**src/rtl/sdram_refresh_engine_pkg.sv**
```systemverilog
// Shared SDRAM definitions for the refresh engine: command encodings,
// refresh FSM state type and default timing constants.
package sdram_pkg;

   // {cs_n, ras_n, cas_n, we_n}
   localparam logic [3:0] CMD_NOP       = 4'b0111;
   localparam logic [3:0] CMD_PRECHARGE = 4'b0010;
   localparam logic [3:0] CMD_REFRESH   = 4'b0001;

   typedef enum logic [2:0] {
      ST_IDLE,
      ST_REQ,
      ST_PRE,
      ST_WAIT_RP,
      ST_REF,
      ST_WAIT_RFC,
      ST_DONE
   } ref_state_t;

   localparam int DEF_T_RP      = 3;
   localparam int DEF_T_RFC     = 9;
   localparam int DEF_REF_BURST = 1;
   localparam int DEF_T_URGENT  = 1000;

   function automatic int max_int(input int a, input int b);
      return (a > b) ? a : b;
   endfunction

endpackage

```
**src/rtl/sdram_refresh_engine_if.sv**
```systemverilog
// Command-bus handshake between the refresh engine (master) and the
// main controller FSM / command mux (slave).
interface sdram_refresh_engine_if;
   logic       ref_req;
   logic       ref_gnt;
   logic [3:0] cmd;
   logic       a10;
   logic       ref_urgent;

   modport master (
      output ref_req,
      output cmd,
      output a10,
      output ref_urgent,
      input  ref_gnt
   );

   modport slave (
      input  ref_req,
      input  cmd,
      input  a10,
      input  ref_urgent,
      output ref_gnt
   );
endinterface

```
**src/rtl/sdram_refresh_engine.sv**
```systemverilog
// Refresh engine: on refresh_pending, wins the command bus, issues PRECHARGE ALL
// (when banks are open) and a burst of AUTO REFRESH, then re-arms the counter.
// Optional grant-starvation flag enabled by defining SDRAM_REF_URGENT_EN.
module sdram_refresh_engine
   import sdram_pkg::*;
#(
   parameter int T_RP      = DEF_T_RP,
   parameter int T_RFC     = DEF_T_RFC,
   parameter int REF_BURST = DEF_REF_BURST
`ifdef SDRAM_REF_URGENT_EN
   ,
   parameter int T_URGENT  = DEF_T_URGENT
`endif
) (
   input  logic                          clk,
   input  logic                          rst,
   input  logic                          in_init,
   input  logic                          refresh_pending,
   input  logic                          all_banks_idle,
   sdram_refresh_engine_if.master        bus,
   output logic                          refresh_clear_pulse,
   output logic                          ref_busy
);

   localparam int WAIT_W = $clog2(max_int(T_RP, T_RFC)) + 1;

   // Wait states last (T - 1) cycles, so the counter exits at T - 2.
   localparam logic [WAIT_W-1:0] RP_LAST  = WAIT_W'((T_RP  >= 2) ? T_RP  - 2 : 0);
   localparam logic [WAIT_W-1:0] RFC_LAST = WAIT_W'((T_RFC >= 2) ? T_RFC - 2 : 0);
   localparam logic [3:0]        BURST_N  = 4'(REF_BURST);

   ref_state_t        state_reg, state_next;
   logic [WAIT_W-1:0] wait_cnt_reg, wait_cnt_next;
   logic [3:0]        burst_cnt_reg, burst_cnt_next;
   logic [3:0]        cmd_reg, cmd_next;
   logic              a10_reg, a10_next;
   logic              req_reg, req_next;
   logic              clear_reg, clear_next;
   logic              busy_reg, busy_next;

   always_ff @(posedge clk) begin
      if (rst) begin
         state_reg     <= ST_IDLE;
         wait_cnt_reg  <= '0;
         burst_cnt_reg <= '0;
         cmd_reg       <= CMD_NOP;
         a10_reg       <= 1'b0;
         req_reg       <= 1'b0;
         clear_reg     <= 1'b0;
         busy_reg      <= 1'b0;
      end else begin
         state_reg     <= state_next;
         wait_cnt_reg  <= wait_cnt_next;
         burst_cnt_reg <= burst_cnt_next;
         cmd_reg       <= cmd_next;
         a10_reg       <= a10_next;
         req_reg       <= req_next;
         clear_reg     <= clear_next;
         busy_reg      <= busy_next;
      end
   end

   always_comb begin
      state_next = state_reg;
      case (state_reg)
         ST_IDLE: begin
            if (refresh_pending && !in_init)
               state_next = ST_REQ;
         end
         ST_REQ: begin
            if (in_init || !refresh_pending)
               state_next = ST_IDLE;
            else if (bus.ref_gnt)
               state_next = all_banks_idle ? ST_REF : ST_PRE;
         end
         ST_PRE: begin
            state_next = (T_RP == 1) ? ST_REF : ST_WAIT_RP;
         end
         ST_WAIT_RP: begin
            if (wait_cnt_reg == RP_LAST)
               state_next = ST_REF;
         end
         ST_REF: begin
            // burst_cnt_reg still holds the count before this REF
            if (T_RFC == 1)
               state_next = ((burst_cnt_reg + 4'd1) < BURST_N) ? ST_REF : ST_DONE;
            else
               state_next = ST_WAIT_RFC;
         end
         ST_WAIT_RFC: begin
            if (wait_cnt_reg == RFC_LAST)
               state_next = (burst_cnt_reg < BURST_N) ? ST_REF : ST_DONE;
         end
         ST_DONE: begin
            state_next = ST_IDLE;
         end
         default: begin
            state_next = ST_IDLE;
         end
      endcase
   end

   always_comb begin
      wait_cnt_next = '0;
      if ((state_next == state_reg) &&
          ((state_reg == ST_WAIT_RP) || (state_reg == ST_WAIT_RFC)))
         wait_cnt_next = wait_cnt_reg + 1'b1;

      burst_cnt_next = burst_cnt_reg;
      if (state_reg == ST_IDLE)
         burst_cnt_next = '0;
      else if (state_reg == ST_REF)
         burst_cnt_next = burst_cnt_reg + 4'd1;
   end

   // Outputs are decoded from the next state and registered, so they line up
   // with state_reg without any combinational path to the pins.
   always_comb begin
      cmd_next   = CMD_NOP;
      a10_next   = 1'b0;
      req_next   = 1'b0;
      clear_next = 1'b0;
      busy_next  = 1'b0;
      if (state_next == ST_PRE) begin
         cmd_next = CMD_PRECHARGE;
         a10_next = 1'b1;
      end
      if (state_next == ST_REF)
         cmd_next = CMD_REFRESH;
      if (state_next == ST_DONE)
         clear_next = 1'b1;
      if (state_next != ST_IDLE) begin
         req_next  = 1'b1;
         busy_next = 1'b1;
      end
   end

   assign bus.cmd             = cmd_reg;
   assign bus.a10             = a10_reg;
   assign bus.ref_req         = req_reg;
   assign refresh_clear_pulse = clear_reg;
   assign ref_busy            = busy_reg;

`ifdef SDRAM_REF_URGENT_EN
   localparam int              URG_W   = $clog2(max_int(T_URGENT, 1) + 1) + 1;
   localparam logic [URG_W-1:0] URG_MAX = URG_W'(T_URGENT);

   logic [URG_W-1:0] urg_cnt_reg, urg_cnt_next;
   logic             urgent_reg, urgent_next;

   // Counts completed REQ cycles, saturating at the threshold.
   always_comb begin
      urg_cnt_next = '0;
      if ((state_reg == ST_REQ) && (state_next == ST_REQ))
         urg_cnt_next = (urg_cnt_reg >= URG_MAX) ? urg_cnt_reg : urg_cnt_reg + 1'b1;
      urgent_next = (state_next == ST_REQ) && (urg_cnt_next >= URG_MAX);
   end

   always_ff @(posedge clk) begin
      if (rst) begin
         urg_cnt_reg <= '0;
         urgent_reg  <= 1'b0;
      end else begin
         urg_cnt_reg <= urg_cnt_next;
         urgent_reg  <= urgent_next;
      end
   end

   assign bus.ref_urgent = urgent_reg;
`else
   assign bus.ref_urgent = 1'b0;
`endif

endmodule

```
**src/flat_wrapper.sv**
```systemverilog
// flat-port wrapper written by rule: the top's interface ports become plain ports
module sdram_refresh_engine_flat import sdram_pkg::*;
#(
   parameter int T_RP      = DEF_T_RP,
   parameter int T_RFC     = DEF_T_RFC,
   parameter int REF_BURST = DEF_REF_BURST

)
  (clk, rst, in_init, refresh_pending, all_banks_idle, refresh_clear_pulse, ref_busy, bus_ref_req, bus_cmd, bus_a10, bus_ref_urgent, bus_ref_gnt);
  sdram_refresh_engine_if bus_i ();
  input  logic clk;
  input  logic rst;
  input  logic in_init;
  input  logic refresh_pending;
  input  logic all_banks_idle;
  output logic refresh_clear_pulse;
  output logic ref_busy;
  output wire logic [$bits(bus_i.ref_req)-1:0] bus_ref_req;
  output wire logic [$bits(bus_i.cmd)-1:0] bus_cmd;
  output wire logic [$bits(bus_i.a10)-1:0] bus_a10;
  output wire logic [$bits(bus_i.ref_urgent)-1:0] bus_ref_urgent;
  input wire logic [$bits(bus_i.ref_gnt)-1:0] bus_ref_gnt;
  assign bus_ref_req = bus_i.ref_req;
  assign bus_cmd = bus_i.cmd;
  assign bus_a10 = bus_i.a10;
  assign bus_ref_urgent = bus_i.ref_urgent;
  assign bus_i.ref_gnt = bus_ref_gnt;
  sdram_refresh_engine #(.T_RP(T_RP), .T_RFC(T_RFC), .REF_BURST(REF_BURST)) u_core (.clk(clk), .rst(rst), .in_init(in_init), .refresh_pending(refresh_pending), .all_banks_idle(all_banks_idle), .bus(bus_i), .refresh_clear_pulse(refresh_clear_pulse), .ref_busy(ref_busy));
endmodule
```
**config.mk**
```make
export PLATFORM = sky130hd
export DESIGN_NAME = sdram_refresh_engine_flat
export DESIGN_NICKNAME = d
export VERILOG_FILES = /design/src/rtl/sdram_refresh_engine_pkg.sv /design/src/rtl/sdram_refresh_engine_if.sv /design/src/rtl/sdram_refresh_engine.sv /design/src/flat_wrapper.sv
export SDC_FILE = /design/constraint.sdc
export NUM_CORES = 1
export LEC_CHECK = 0
export CAP_MARGIN = 15
export CORE_ASPECT_RATIO = 0.8
export CORE_MARGIN = 3
export CORE_UTILIZATION = 50
export CTS_CLUSTER_DIAMETER = 200
export DETAILED_ROUTE_END_ITERATION = 7
export PLACE_DENSITY = 0.76
export SLEW_MARGIN = 10
export SYNTH_ARGS = -nofsm -noshare
export SYNTH_HDL_FRONTEND = slang
export SYNTH_SLANG_ARGS = --single-unit
```
**constraint.sdc**
```tcl
create_clock -name clk -period 1.9 [get_ports clk]
set_input_delay 0.38 -clock clk [delete_from_list [all_inputs] [get_ports clk]]
set_output_delay 0.38 -clock clk [all_outputs]
set_load 0.01 [all_outputs]
```
==> impl_metrics.yaml <==
sta:
  rsz0062_at_grt: "false"
  hold_violations: 0
  setup_tns_ps: 0
  clock_skew_ps: 10.99
  holdWs_ps: 538.4
  min_period_ps: 1792
  clock.fmax_mhz: 558.1
  drv_slew: 0
  setup_viol: 0
  fin_ws_ps: 108.2
  min_period_over_period: 0.9430
power_and_ir_drop:
  p_leak_uw: 0.0003998
  power_uw: 684.7
  vdd_drop_max_v: 0.0006261
  pwr_density_cell_nw_per_um2: 634.9
final_layout:
  drive_gt1_frac: 0.1695
  layout_commonest_cell: "dfxtp_1"
  final_nets: 129
  layout_common_cells: "dfxtp_1, nor2_1, clkdlybuf4s50_1"
  largest_reg_flops: 5
  n_antenna_cell: 0
  area.growth.synth_to_final_pct: 24.93
hold_path:
  hp-class: "reg2reg"
die:
  die_w_um: 52.46
  rows: 12
  coreArea_sq_um: 1501
  die_y_um: 43.17
  initial_utilization: 0.5750
  ios: 15
  dieArea_sq_um: 2264
flow_run:
  drv_cap: 0
detailed_routing:
  wl_um: 1712
  drt_first_pass_iters: 4
  vias: 758
  drc: 0
  avgRoutedWirePerCell_um: 12.32
  initialDrtViolationCount: 15
  postRouteAntennaNets: 0
  drt-vias-per-instance: 5.453
clocking:
  cts_tree: "done"
  clock_latency_ps: 300
  cts_root_buffer: "clkbuf_4"
  clockBufferDepth: 2
  clk_pin_slew_ps: 110
  cts.sinks: 18
  numCtsBuffers: 3
  htree_num_levels: 1
yosys:
  synth_ff_type: "dfxtp_1"
  synthTopCellsByArea: "dfxtp_1, ha_1, nor2_1, nand2_1, a21oi_1"
  yosys.area.top_type_share: 0.4174
  synth_top_cell_by_area: "dfxtp_1"
  synthCells: 98
  synth_area_per_cell_sq_um: 8.809
  ys_ff_latch: 18
  yosys_warnings: 0
  async_flop_share: 0
  ys_types: 31
  netlist_area_sq_um: 863.3
  yosysSeqAreaShare: 0.4174
  synth_edf_count: 0
global_route:
  grt_antenna_before_repair: 0
  grt_pass1_vias: 682
  grt_pass1_wl_um: 2960
  overflow: 0
  track_usage: 0.1759
  grt_max_degree: 12
place:
  place_ws_ps: -188.1
  globalplace.congestion: 0.8227
  dp_hpwl_um: 1293
  io_buffers: 12
critical_path:
  cp_slowest_cell: "dfxtp_1"
  rrSetupSlack_ps: 110
  crit_type: "reg2reg"
  path_delay_family: "simple AND/OR/NAND/NOR gates"
  slowest_delay_ps: 350
  crit_required_ps: 2080
  cp.arrival_ps: 1980
  cp-start-kind: "flip-flop"
  path_max_fanout: 4
  cp-end-kind: "flip-flop"
  crit_chain: "buf_4 > ha_1 > and4bb_2 > o32ai_2 > a41oi_2 > nand2_1 > or3_1"
  cp_num_buf_inv: 1
run_status:
  status: "complete, no violations"
-- worst paths after layout --
path	from	to	depth (start not counted)
worst max-delay path	u_core.wait_cnt_reg[0]	u_core.bus.cmd[0]	7
worst min-delay path	u_core.burst_cnt_reg[1]	u_core.burst_cnt_reg[1]	2
worst max register to register	u_core.wait_cnt_reg[0]	u_core.bus.cmd[0]	7
worst min register to register	u_core.burst_cnt_reg[1]	u_core.burst_cnt_reg[1]	2
-- metrics by stage --
step | util | instances | cell area [sq um]
finish | 0.7183 | 139 | 1079
global route | 0.7183 | 139 | 1079
CTS | 0.7083 | 137 | 1064
detailed placement | 0.6800 | 133 | 1021
global placement | 0.6800 | 133 | 1021
floorplan | - | 99 | 867.1
-- final cells by class --
type                       instances  area (sq um)
timing repair buffer              20         180.2
tap                               21         26.28
inverter                           5         18.77
clock buffer                       4         36.28
sequential                        18         360.3
fill                             120         422.9
multi-input combinational         71         456.7
-- repair_timing --
action	in CTS	in global routing
pin swaps	0	1
buffers inserted	0	2
gates resized for setup	1	0
endpoints found under the setup margin	1	5
hold buffers	0	0
-- synthesized netlist by cell type (2+ instances only) --
| cell | count |
|---|---|
| nand2_1 | 7 |
| or3_1 | 3 |
| nand3_1 | 5 |
| buf_4 | 3 |
| nor4b_1 | 2 |
| nand2b_1 | 4 |
| inv_1 | 5 |
| a21oi_1 | 5 |
| nor2_1 | 13 |
| dfxtp_1 | 18 |
| xor2_1 | 2 |
| nor2b_1 | 3 |
| o21ai_0 | 5 |
| ha_1 | 4 |
| nor3_1 | 3 |
-- metal layers --
metal  vias to the layer above  GRT usage  part of all wire
li1                        375          -                 -
met1                       352     0.2373              0.50
met2                        28     0.2500              0.42
met3                         3    0.08421             0.071
met4                         0    0.04082            0.0058
met5                         -          0                 0
-- worst register-to-register path, delay by kind of cell, from the launching register on --
kind	cells	cell delay, ps
buffers and inverters	1	120
AOI/OAI and AO/OA	2	340
DFF	1	350
adders and majority gates	1	190
and+or+nand+nor	3	670
-- kinds of logic (layout without fill, tap and decap cells) --
| kind of cell | count (synthesis) | after routing | share of synthesized area |
|---|---|---|---|
| AND/OR/NAND/NOR | 46 | 46 | 0.2870 |
| flip-flops | 18 | 18 | 0.4174 |
| AO/OA/AOI/OAI | 15 | 15 | 0.1246 |
| buffers and inverters | 10 | 29 | 0.06521 |
| adder cells (fa/ha/maj) | 4 | 4 | 0.05797 |
| XOR/XNOR | 3 | 3 | 0.03044 |
| other | 1 | 2 | 0.004344 |
| multiplexers | 1 | 1 | 0.01304 |
-- power by group --
part / internal [uW] / switching (uW)
registers: 381 / 3.67
logic: 33.4 / 29.0
clock network: 117 / 121
(Power assumes the default switching activity.)
